$ cat config.mk
export PLATFORM = sky130hd
export DESIGN_NAME = mem_display_scanner
export DESIGN_NICKNAME = d
export VERILOG_FILES = /design/src/rtl/fss_pkg.sv /design/src/rtl/rising_edge_detect.sv /design/src/rtl/mem_display_scanner.sv
export SDC_FILE = /design/constraint.sdc
export NUM_CORES = 1
export LEC_CHECK = 0
export BUFFER_PORTS_ARGS = -buffer_cell sky130_fd_sc_hd__buf_2
export CORE_UTILIZATION = 49
export DETAILED_ROUTE_END_ITERATION = 8
export MAX_ROUTING_LAYER = met4
export PLACE_DENSITY = 0.85
export SYNTH_ARGS = -nofsm -noshare
export SYNTH_HDL_FRONTEND = slang
export SYNTH_SLANG_ARGS = --single-unit
$ cat constraint.sdc
create_clock -name I_CLK -period 2 [get_ports I_CLK]
set_input_delay 0.2 -clock I_CLK [delete_from_list [all_inputs] [get_ports I_CLK]]
set_output_delay 0.2 -clock I_CLK [all_outputs]
set_load 0.03 [all_outputs]
$ cat src/rtl/fss_pkg.sv
// Shared types and display-field layout for the memory display scanner.
// The display word is {address low byte, 16-bit data word}.
package fss_pkg;

    typedef enum logic [1:0] {
        S_IDLE,
        S_WAIT,
        S_DWELL
    } scanner_state_t;

    localparam int unsigned DISP_WIDTH    = 24;
    localparam int unsigned DISP_ADDR_MSB = 23;
    localparam int unsigned DISP_ADDR_LSB = 16;
    localparam int unsigned DISP_DATA_MSB = 15;
    localparam int unsigned DISP_DATA_LSB = 0;

endpackage

$ cat src/rtl/rising_edge_detect.sv
// Registered single-cycle pulse on each rising edge of a level input.
// The pulse appears one cycle after the level is first seen high.
module rising_edge_detect (
    input  logic i_clk,
    input  logic i_nreset,
    input  logic i_level,
    output logic o_pulse
);

    logic prev_q;
    logic prev_d;
    logic pulse_q;
    logic pulse_d;

    always_comb begin
        prev_d  = i_level;
        pulse_d = i_level & ~prev_q;
    end

    always_ff @(posedge i_clk) begin
        if (!i_nreset) begin
            prev_q  <= 1'b0;
            pulse_q <= 1'b0;
        end else begin
            prev_q  <= prev_d;
            pulse_q <= pulse_d;
        end
    end

    assign o_pulse = pulse_q;

endmodule

$ cat src/rtl/mem_display_scanner.sv
// Walks an address window on BRAM port B and shows {addr[7:0], data} on the
// six-digit display, advancing on a dwell timer or on a step input.
module mem_display_scanner
    import fss_pkg::*;
#(
    parameter int unsigned P_ADDRESS_WIDTH = 11,
    parameter int unsigned P_DATA_WIDTH    = 16,
    parameter int unsigned P_READ_LATENCY  = 1,
    parameter int unsigned P_DWELL_CYCLES  = 50_000_000
) (
    input  logic                       I_CLK,
    input  logic                       I_NRESET,
    input  logic                       I_ENABLE,
    input  logic                       I_AUTO,
    input  logic                       I_STEP,
    input  logic [P_ADDRESS_WIDTH-1:0] I_START_ADDRESS,
    input  logic [P_ADDRESS_WIDTH-1:0] I_END_ADDRESS,
    input  logic [P_DATA_WIDTH-1:0]    I_MEM_DATA_B,
    output logic [P_ADDRESS_WIDTH-1:0] O_MEM_ADDRESS_B,
    output logic [DISP_WIDTH-1:0]      O_DISPLAY_BITS,
    output logic                       O_VALID
);

    localparam int unsigned LAT_W   = $clog2(P_READ_LATENCY + 1);
    localparam int unsigned DWELL_W = $clog2(P_DWELL_CYCLES);

    localparam logic [LAT_W-1:0]   LAT_LAST   = LAT_W'(P_READ_LATENCY);
    localparam logic [DWELL_W-1:0] DWELL_LAST = DWELL_W'(P_DWELL_CYCLES - 1);

    scanner_state_t             state_q;
    scanner_state_t             state_d;
    logic [P_ADDRESS_WIDTH-1:0] addr_q;
    logic [P_ADDRESS_WIDTH-1:0] addr_d;
    logic [DISP_WIDTH-1:0]      disp_q;
    logic [DISP_WIDTH-1:0]      disp_d;
    logic                       valid_q;
    logic                       valid_d;
    logic [LAT_W-1:0]           lat_q;
    logic [LAT_W-1:0]           lat_d;
    logic [DWELL_W-1:0]         dwell_q;
    logic [DWELL_W-1:0]         dwell_d;

    logic                       step_pulse;
    logic                       advance;
    logic [P_ADDRESS_WIDTH-1:0] next_addr;

    rising_edge_detect u_step_edge (
        .i_clk    (I_CLK),
        .i_nreset (I_NRESET),
        .i_level  (I_STEP),
        .o_pulse  (step_pulse)
    );

    // Window bounds are read live here, so changes only matter at an advance.
    always_comb begin
        if (addr_q == I_END_ADDRESS) begin
            next_addr = I_START_ADDRESS;
        end else begin
            next_addr = addr_q + P_ADDRESS_WIDTH'(1);
        end
        advance = (I_AUTO && (dwell_q == DWELL_LAST)) || step_pulse;
    end

    always_comb begin
        state_d = state_q;
        addr_d  = addr_q;
        disp_d  = disp_q;
        valid_d = valid_q;
        lat_d   = lat_q;
        dwell_d = dwell_q;

        if (!I_ENABLE) begin
            state_d = S_IDLE;
            valid_d = 1'b0;
        end else begin
            case (state_q)
                S_IDLE: begin
                    addr_d  = I_START_ADDRESS;
                    lat_d   = '0;
                    state_d = S_WAIT;
                end
                S_WAIT: begin
                    if (lat_q == LAT_LAST) begin
                        disp_d[DISP_ADDR_MSB:DISP_ADDR_LSB] = 8'(addr_q);
                        disp_d[DISP_DATA_MSB:DISP_DATA_LSB] = 16'(I_MEM_DATA_B);
                        valid_d = 1'b1;
                        dwell_d = '0;
                        state_d = S_DWELL;
                    end else begin
                        lat_d = lat_q + LAT_W'(1);
                    end
                end
                S_DWELL: begin
                    // Live view: keep refreshing the data field for the held address.
                    disp_d[DISP_DATA_MSB:DISP_DATA_LSB] = 16'(I_MEM_DATA_B);
                    if (advance) begin
                        addr_d  = next_addr;
                        lat_d   = '0;
                        state_d = S_WAIT;
                    end else if (dwell_q == DWELL_LAST) begin
                        dwell_d = '0;
                    end else begin
                        dwell_d = dwell_q + DWELL_W'(1);
                    end
                end
                default: begin
                    state_d = S_IDLE;
                end
            endcase
        end
    end

    always_ff @(posedge I_CLK) begin
        if (!I_NRESET) begin
            state_q <= S_IDLE;
            addr_q  <= '0;
            disp_q  <= '0;
            valid_q <= 1'b0;
            lat_q   <= '0;
            dwell_q <= '0;
        end else begin
            state_q <= state_d;
            addr_q  <= addr_d;
            disp_q  <= disp_d;
            valid_q <= valid_d;
            lat_q   <= lat_d;
            dwell_q <= dwell_d;
        end
    end

    assign O_MEM_ADDRESS_B = addr_q;
    assign O_DISPLAY_BITS  = disp_q;
    assign O_VALID         = valid_q;

endmodule

Word-level counts from Yosys, hierarchy flattened
Index checks and enable logic that the tools add are counted.
{"block": "totals", "ff_bits": 67, "inputBits": 43, "out_inout_bits": 36, "elab_cells": 50}
{"block": "op_classes", "add_sub_neg": 3, "eq_ne": 7, "mux": 15, "bitwise": 2, "reduce_logical": 14}
{"cell": "26-bit 2-to-1 mux", "count": 3}
{"cell": "26-bit one-hot mux with 2 select lines", "count": 1}
{"cell": "16-bit one-hot mux with 2 select lines", "count": 1}
{"cell": "26-bit by 1-bit adder with 26-bit output (second input constant)", "count": 1}
{"cell": "26-bit equality test (second input constant)", "count": 1}
{"cell": "11-bit 2-to-1 mux", "count": 2}
{"cell": "11-bit one-hot mux with 2 select lines", "count": 1}
{"cell": "16-bit 2-to-1 mux", "count": 1}
{"cell": "3-bit AND reduction", "count": 4}
{"cell": "11-bit by 1-bit adder with 11-bit output (second input constant)", "count": 1}
{"cell": "11-bit equality test", "count": 1}
{"cell": "2-bit != test (second input constant)", "count": 3}
{"cell": "2-bit one-hot mux with 3 select lines", "count": 1}
{"cell": "2-bit AND reduction", "count": 3}
{"cell": "2-bit 2-to-1 mux", "count": 2}
{"cell": "4-bit AND reduction", "count": 1}
{"cell": "2-bit nonzero test", "count": 2}
{"cell": "1-bit one-hot mux with 3 select lines", "count": 1}
{"cell": "3-bit nonzero test", "count": 1}
{"cell": "2-bit by 1-bit equality test with 1-bit output (second input constant)", "count": 1}
{"cell": "2-bit equality test (second input constant)", "count": 1}
{"cell": "2-bit logical NOT", "count": 1}
{"cell": "1-bit 2-to-1 mux", "count": 2}
{"cell": "1-bit adder (second input constant)", "count": 1}
{"cell": "4 further kinds", "count": 4}

Depth between registers and ports, before layout
{"block": "logic_depth", "depth_word": 5, "mapped_depth": 8, "depth_no_buf": 6}

By module
From an unflattened synthesis, not the netlist that was laid out.
{"block": "hier_totals", "hier_cells": 424, "hier_area_um2": 3449.6}
{"module": "mem_display_scanner", "n_inst": 1, "cells_each": 420, "area_each_um2": 3394.5, "seq_area_each_um2": 1301.2}
{"module": "rising_edge_detect", "n_inst": 1, "cells_each": 4, "area_each_um2": 55.1, "seq_area_each_um2": 40.0}

Worst setup path before layout
Ideal clock, no wire load.
{"block": "synth_timing", "path_kind": "register to register", "startpoint": "register dwell_q[7]", "endpoint": "register dwell_q[7]", "setup_ps": 145, "arrival_time_ps": 2038, "path_slack_ps": -184, "path_stages_with_launch": 8, "synth_period_minus_slack_ps": 2184, "path_cell_list": "dfxtp_1 -> buf_2 -> or4b_4 -> nor4_4 -> a21oi_1 -> clkbuf_1 -> a21oi_1 -> a311oi_2"}
{"block": "synth_via", "elab_chain_len": 5, "elab_cells_between_ends": 9, "cone_classes": "1 x add/sub; 2 x eq/ne; 3 x mux; 3 x reduce/logical"}
{"item": "start: declaration", "line_no": "mem_display_scanner.sv:40", "rtl": "logic [DWELL_W-1:0] dwell_q;"}
{"item": "start signal: assignment", "line_no": "mem_display_scanner.sv:127", "rtl": "dwell_q <= dwell_d;"}
{"item": "parallel branches: the longest is 5 deep, another holds 26-bit by 1-bit adder with 26-bit output"}
Several ways; the timed one is not identified. The select of a mux whose other input is x is not followed.
A chain may end at the register's enable or synchronous reset.

Final worst setup path
{"block": "layout_timing", "startpoint": "register addr_q[8] (netlist: O_MEM_ADDRESS_B[8])", "endpoint": "register addr_q[2] (netlist: O_MEM_ADDRESS_B[2])"}
{"block": "layout_via", "elab_chain_len": 4}
{"item": "start: declaration", "line_no": "mem_display_scanner.sv:32", "rtl": "logic [P_ADDRESS_WIDTH-1:0] addr_q;"}
{"item": "start signal: assignment", "line_no": "mem_display_scanner.sv:123", "rtl": "addr_q <= addr_d;"}
{"item": "11-bit equality test", "line_no": "mem_display_scanner.sv:56", "rtl": "if (addr_q == I_END_ADDRESS) begin"}
{"item": "11-bit 2-to-1 mux", "line_no": "mem_display_scanner.sv:56"}
{"item": "11-bit 2-to-1 mux", "line_no": "mem_display_scanner.sv:96", "rtl": "if (advance) begin"}
{"item": "11-bit one-hot mux with 2 select lines", "line_no": "mem_display_scanner.sv:76", "rtl": "case (state_q)"}
Every way passes these cells. The select of a mux whose other input is x is not followed.

==> run summary <==
Final Critical Period - 2.14 ns
Hold WC Path Type - input port to flip-flop
RR Endpoint - O_MEM_ADDRESS_B[2]
Clock transition at path regs - 0.08 ns
Final setup margin - -0.136 ns
Distinct cells, synth - 54
Total track usage - 0.282
Mean Syn Cell Area - 8.20 sq um
Crit-path max cell delay - 0.53 ns
Root buf cell - clkbuf_8
P_leak - 1.80 nW
Failing checks - setup timing
Port bufs - 78
Clk_lat worst skew - 0.35 ns
RePlAce Congestion - 0.927
Fin. Hold Viols - 0
Largest net degree at the start of global routing - 32
Clock Sinks - 67
DR DRC count - 0
Syn Inst Count - 429
Clock buffer depth - 2
First-pass GRT wire length - 16.1 mm
Antenna diodes - 0
Final clock skew - 0.00968 ns
ANT nets after route - 0
Achievable Freq - 468 MHz
Number of synthesized register bits - 67
Endpoint class of the critical path - flip-flop
Register area share after synthesis - 0.381
Total Wirelength - 10.6 mm
Setup TNS - -1.62 ns
Row count - 30
Nets - 585
Total number of yosys warnings - 0
Hold Path Cell Cnt - 2
Crit path launch - O_MEM_ADDRESS_B[8]
Top FF cell, synth - dfxtp_1
Cell area after layout - 4720 sq um
Grt total ovfl - 0
Required time worst endpoint - 2.22 ns
Routed wl met2 - 5.27 mm
Share of cells above drive strength 1 - 0.372
Worst hold start - I_STEP
DR WL met3 - 780 microns
Crit path DAT - 2.35 ns
Met1 WL - 4.25 mm
Detailed router's first-iteration violation count - 419
Crit path max fanout - 17
Critical path cell sequence - xor2_1 -> nor4_1 -> a31oi_2 -> buf_12 -> a211oi_2 -> o22ai_1
Pre-antenna DRT Iters - 6
Post-synth EDFFs - 0
Worst Tran Pin Value - 0.618 ns
Pwr per Cell Area - 607 nW/um^2
CTS H-tree lvls - 3
Status - finished with violations
Worst relative slew slack - 0.588
Chip width - 86.7 microns
Vias/cell - 6.00
Starting Density - 0.512
RSZ-0062 raised after global routing - true
Slowest stage cell, crit path - nor4_1
P&R area growth vs syn - 34.3%
FFs w/ async S/R, synth - 0
Core box area - 6870 sq um
Worst vdd ir - 667 uV
Max Cap Viol - 0
FF-to-FF Start - O_MEM_ADDRESS_B[8]
Top Layer Used - met4
HPWL after DPL - 6.95 mm
Reg-to-reg setup timing slack - -0.14 ns
WS Path Type - flip-flop to flip-flop
Post-Syn Area - 3520 sq um
Die area - 7520 sq um
Slew Limit Fails - 0
Initial antenna violation count - 0
Worst setup SP type - flip-flop
Final Cycle Share - 1.07
CTS buffer count - 9
CTS tree - done
Number of global-route vias before repair - 3504
Worst R2R Path Depth - 6
Instance area after placement - 4320 sq um
Via count - 3844
Post-Syn Nets - 474
Avg WL per Cell - 16.5 microns
Setup violations, final - 33
Chip Height - 86.7 microns
Endpoint, Worst Hold - u_step_edge.prev_q
IO Pins - 79
## metrics by stage
step           hold slack [ns]  std cells  power [W]  utilization  worst slack (ns)
2_1_floorplan            0.336        429    0.00157            -           -0.0640
3_3_place_gp             0.372        622    0.00167        0.629           -0.0565
3_5_place_dp             0.375        622    0.00168        0.629            -0.156
4_1_cts                 0.0597        640    0.00287        0.678           -0.0816
5_1_grt                 0.0528        641    0.00297        0.687            -0.202
6_report                0.0757        641    0.00287        0.687            -0.136
## logic make-up after synthesis
family	share of synthesized area
multiplexers	0.0370
adder cells (fa/ha/maj)	0.00712
flip-flops	0.381
AO/OA/AOI/OAI	0.251
buffers and inverters	0.0395
XOR/XNOR	0.0324
AND/OR/NAND/NOR	0.252
## cell type report
type                       count  area [sq um]
clock buffer                   9           124
clock inverter                 7          82.6
fill                         525          2150
inverter                       5          18.8
multi-input combinational    330          2240
sequential                    67          1340
tap                           96           120
timing repair buffer         127           795
## how the worst max path moves through the flow
| stage | endpoint | slack, ns |
|---|---|---|
| after CTS | dwell_q[8] | -0.08 |
| after global placement | O_MEM_ADDRESS_B[6] | -0.06 |
| after floorplan | dwell_q[9] | -0.06 |
| after detailed placement | O_MEM_ADDRESS_B[6] | -0.16 |
| after global routing | O_MEM_ADDRESS_B[2] | -0.20 |
| final | O_MEM_ADDRESS_B[2] | -0.14 |
## power by group
group	switching, W	internal, W
registers	0.0000217	0.00136
logic	0.000192	0.000119
clock network	0.000580	0.000597
total	0.000794	0.00207
## worst max-delay path, delay by kind of cell, from the launching register on
kind            cells  cell delay, ns
simple gates        1            0.53
buf+inv             1            0.23
xor+xnor            1            0.12
flops               1            0.46
compound gates      3            0.66
## cell usage after synthesis (3+ instances only)
cell | count | share of area
a311oi_2 | 12 | 0.051
o22ai_1 | 11 | 0.020
o21a_1 | 6 | 0.013
dfxtp_1 | 67 | 0.38
nand4b_1 | 4 | 0.010
xor2_1 | 13 | 0.032
nand3_1 | 10 | 0.014
or3_1 | 3 | 0.0053
or2_2 | 4 | 0.0071
and3_1 | 4 | 0.0071
a21oi_1 | 42 | 0.060
a311oi_1 | 3 | 0.0075
clkbuf_1 | 21 | 0.022
nor4_1 | 6 | 0.011
a31oi_1 | 8 | 0.014
nor3_1 | 10 | 0.014
nand4_1 | 10 | 0.018
a211oi_1 | 12 | 0.026
mux2i_1 | 13 | 0.037
inv_1 | 5 | 0.0053
and2_1 | 5 | 0.0089
nor2_1 | 22 | 0.023
nand2_1 | 86 | 0.092
a41oi_1 | 3 | 0.0075
o21ai_0 | 6 | 0.0085
buf_2 | 3 | 0.0043
a21o_1 | 3 | 0.0064
## repair_timing
action | 4_1_cts | 5_1_grt
gates resized for setup | 23 | 12
buffers inserted | 1 | 1
setup endpoints to repair | 33 | 35
hold buffers | 0 | 0
pin swaps | 13 | 11
gates cloned | 1 | 0
## metal layers
| layer | vias to the layer above | GRT usage |
|---|---|---|
| li1 | 1799 | - |
| met4 | 0 | 0.118 |
| met1 | 1804 | 0.327 |
| met2 | 204 | 0.461 |
| met5 | - | - |
| met3 | 37 | 0.0752 |
## flip-flops by register name (all words and copies together), names as in the netlist
name / cells
state_q: 2
dwell_q: 26
O_MEM_ADDRESS_B: 11
O_DISPLAY_BITS: 24
O_VALID: 1
lat_q: 1
u_step_edge.prev_q: 1
u_step_edge.o_pulse: 1
## layout by cell type (no fill, tap or decap), drive strengths merged, types with 2 or more instances in the layout
cell type and instances:
o211a 2, dfxtp 67, nor4 7, a211oi 12, a21o 3, mux2i 13
ha 2, o22ai 11, o21ai 9, o21a 6, and3 5, or4 2
a41oi 3, nand4 10, or3 3, nor2 22, nor4b 2, nand3 12
clkbuf 9, nand2 86, nand2b 2, a31oi 8, nor2b 2, or2 4
o211ai 2, clkinv 2, inv 9, and2 5, buf 127, xor2 13
a311oi 15, a21oi 42, nor3 10, and4 2, nand4b 4
No activity file was read; power rests on OpenSTA's default activity.
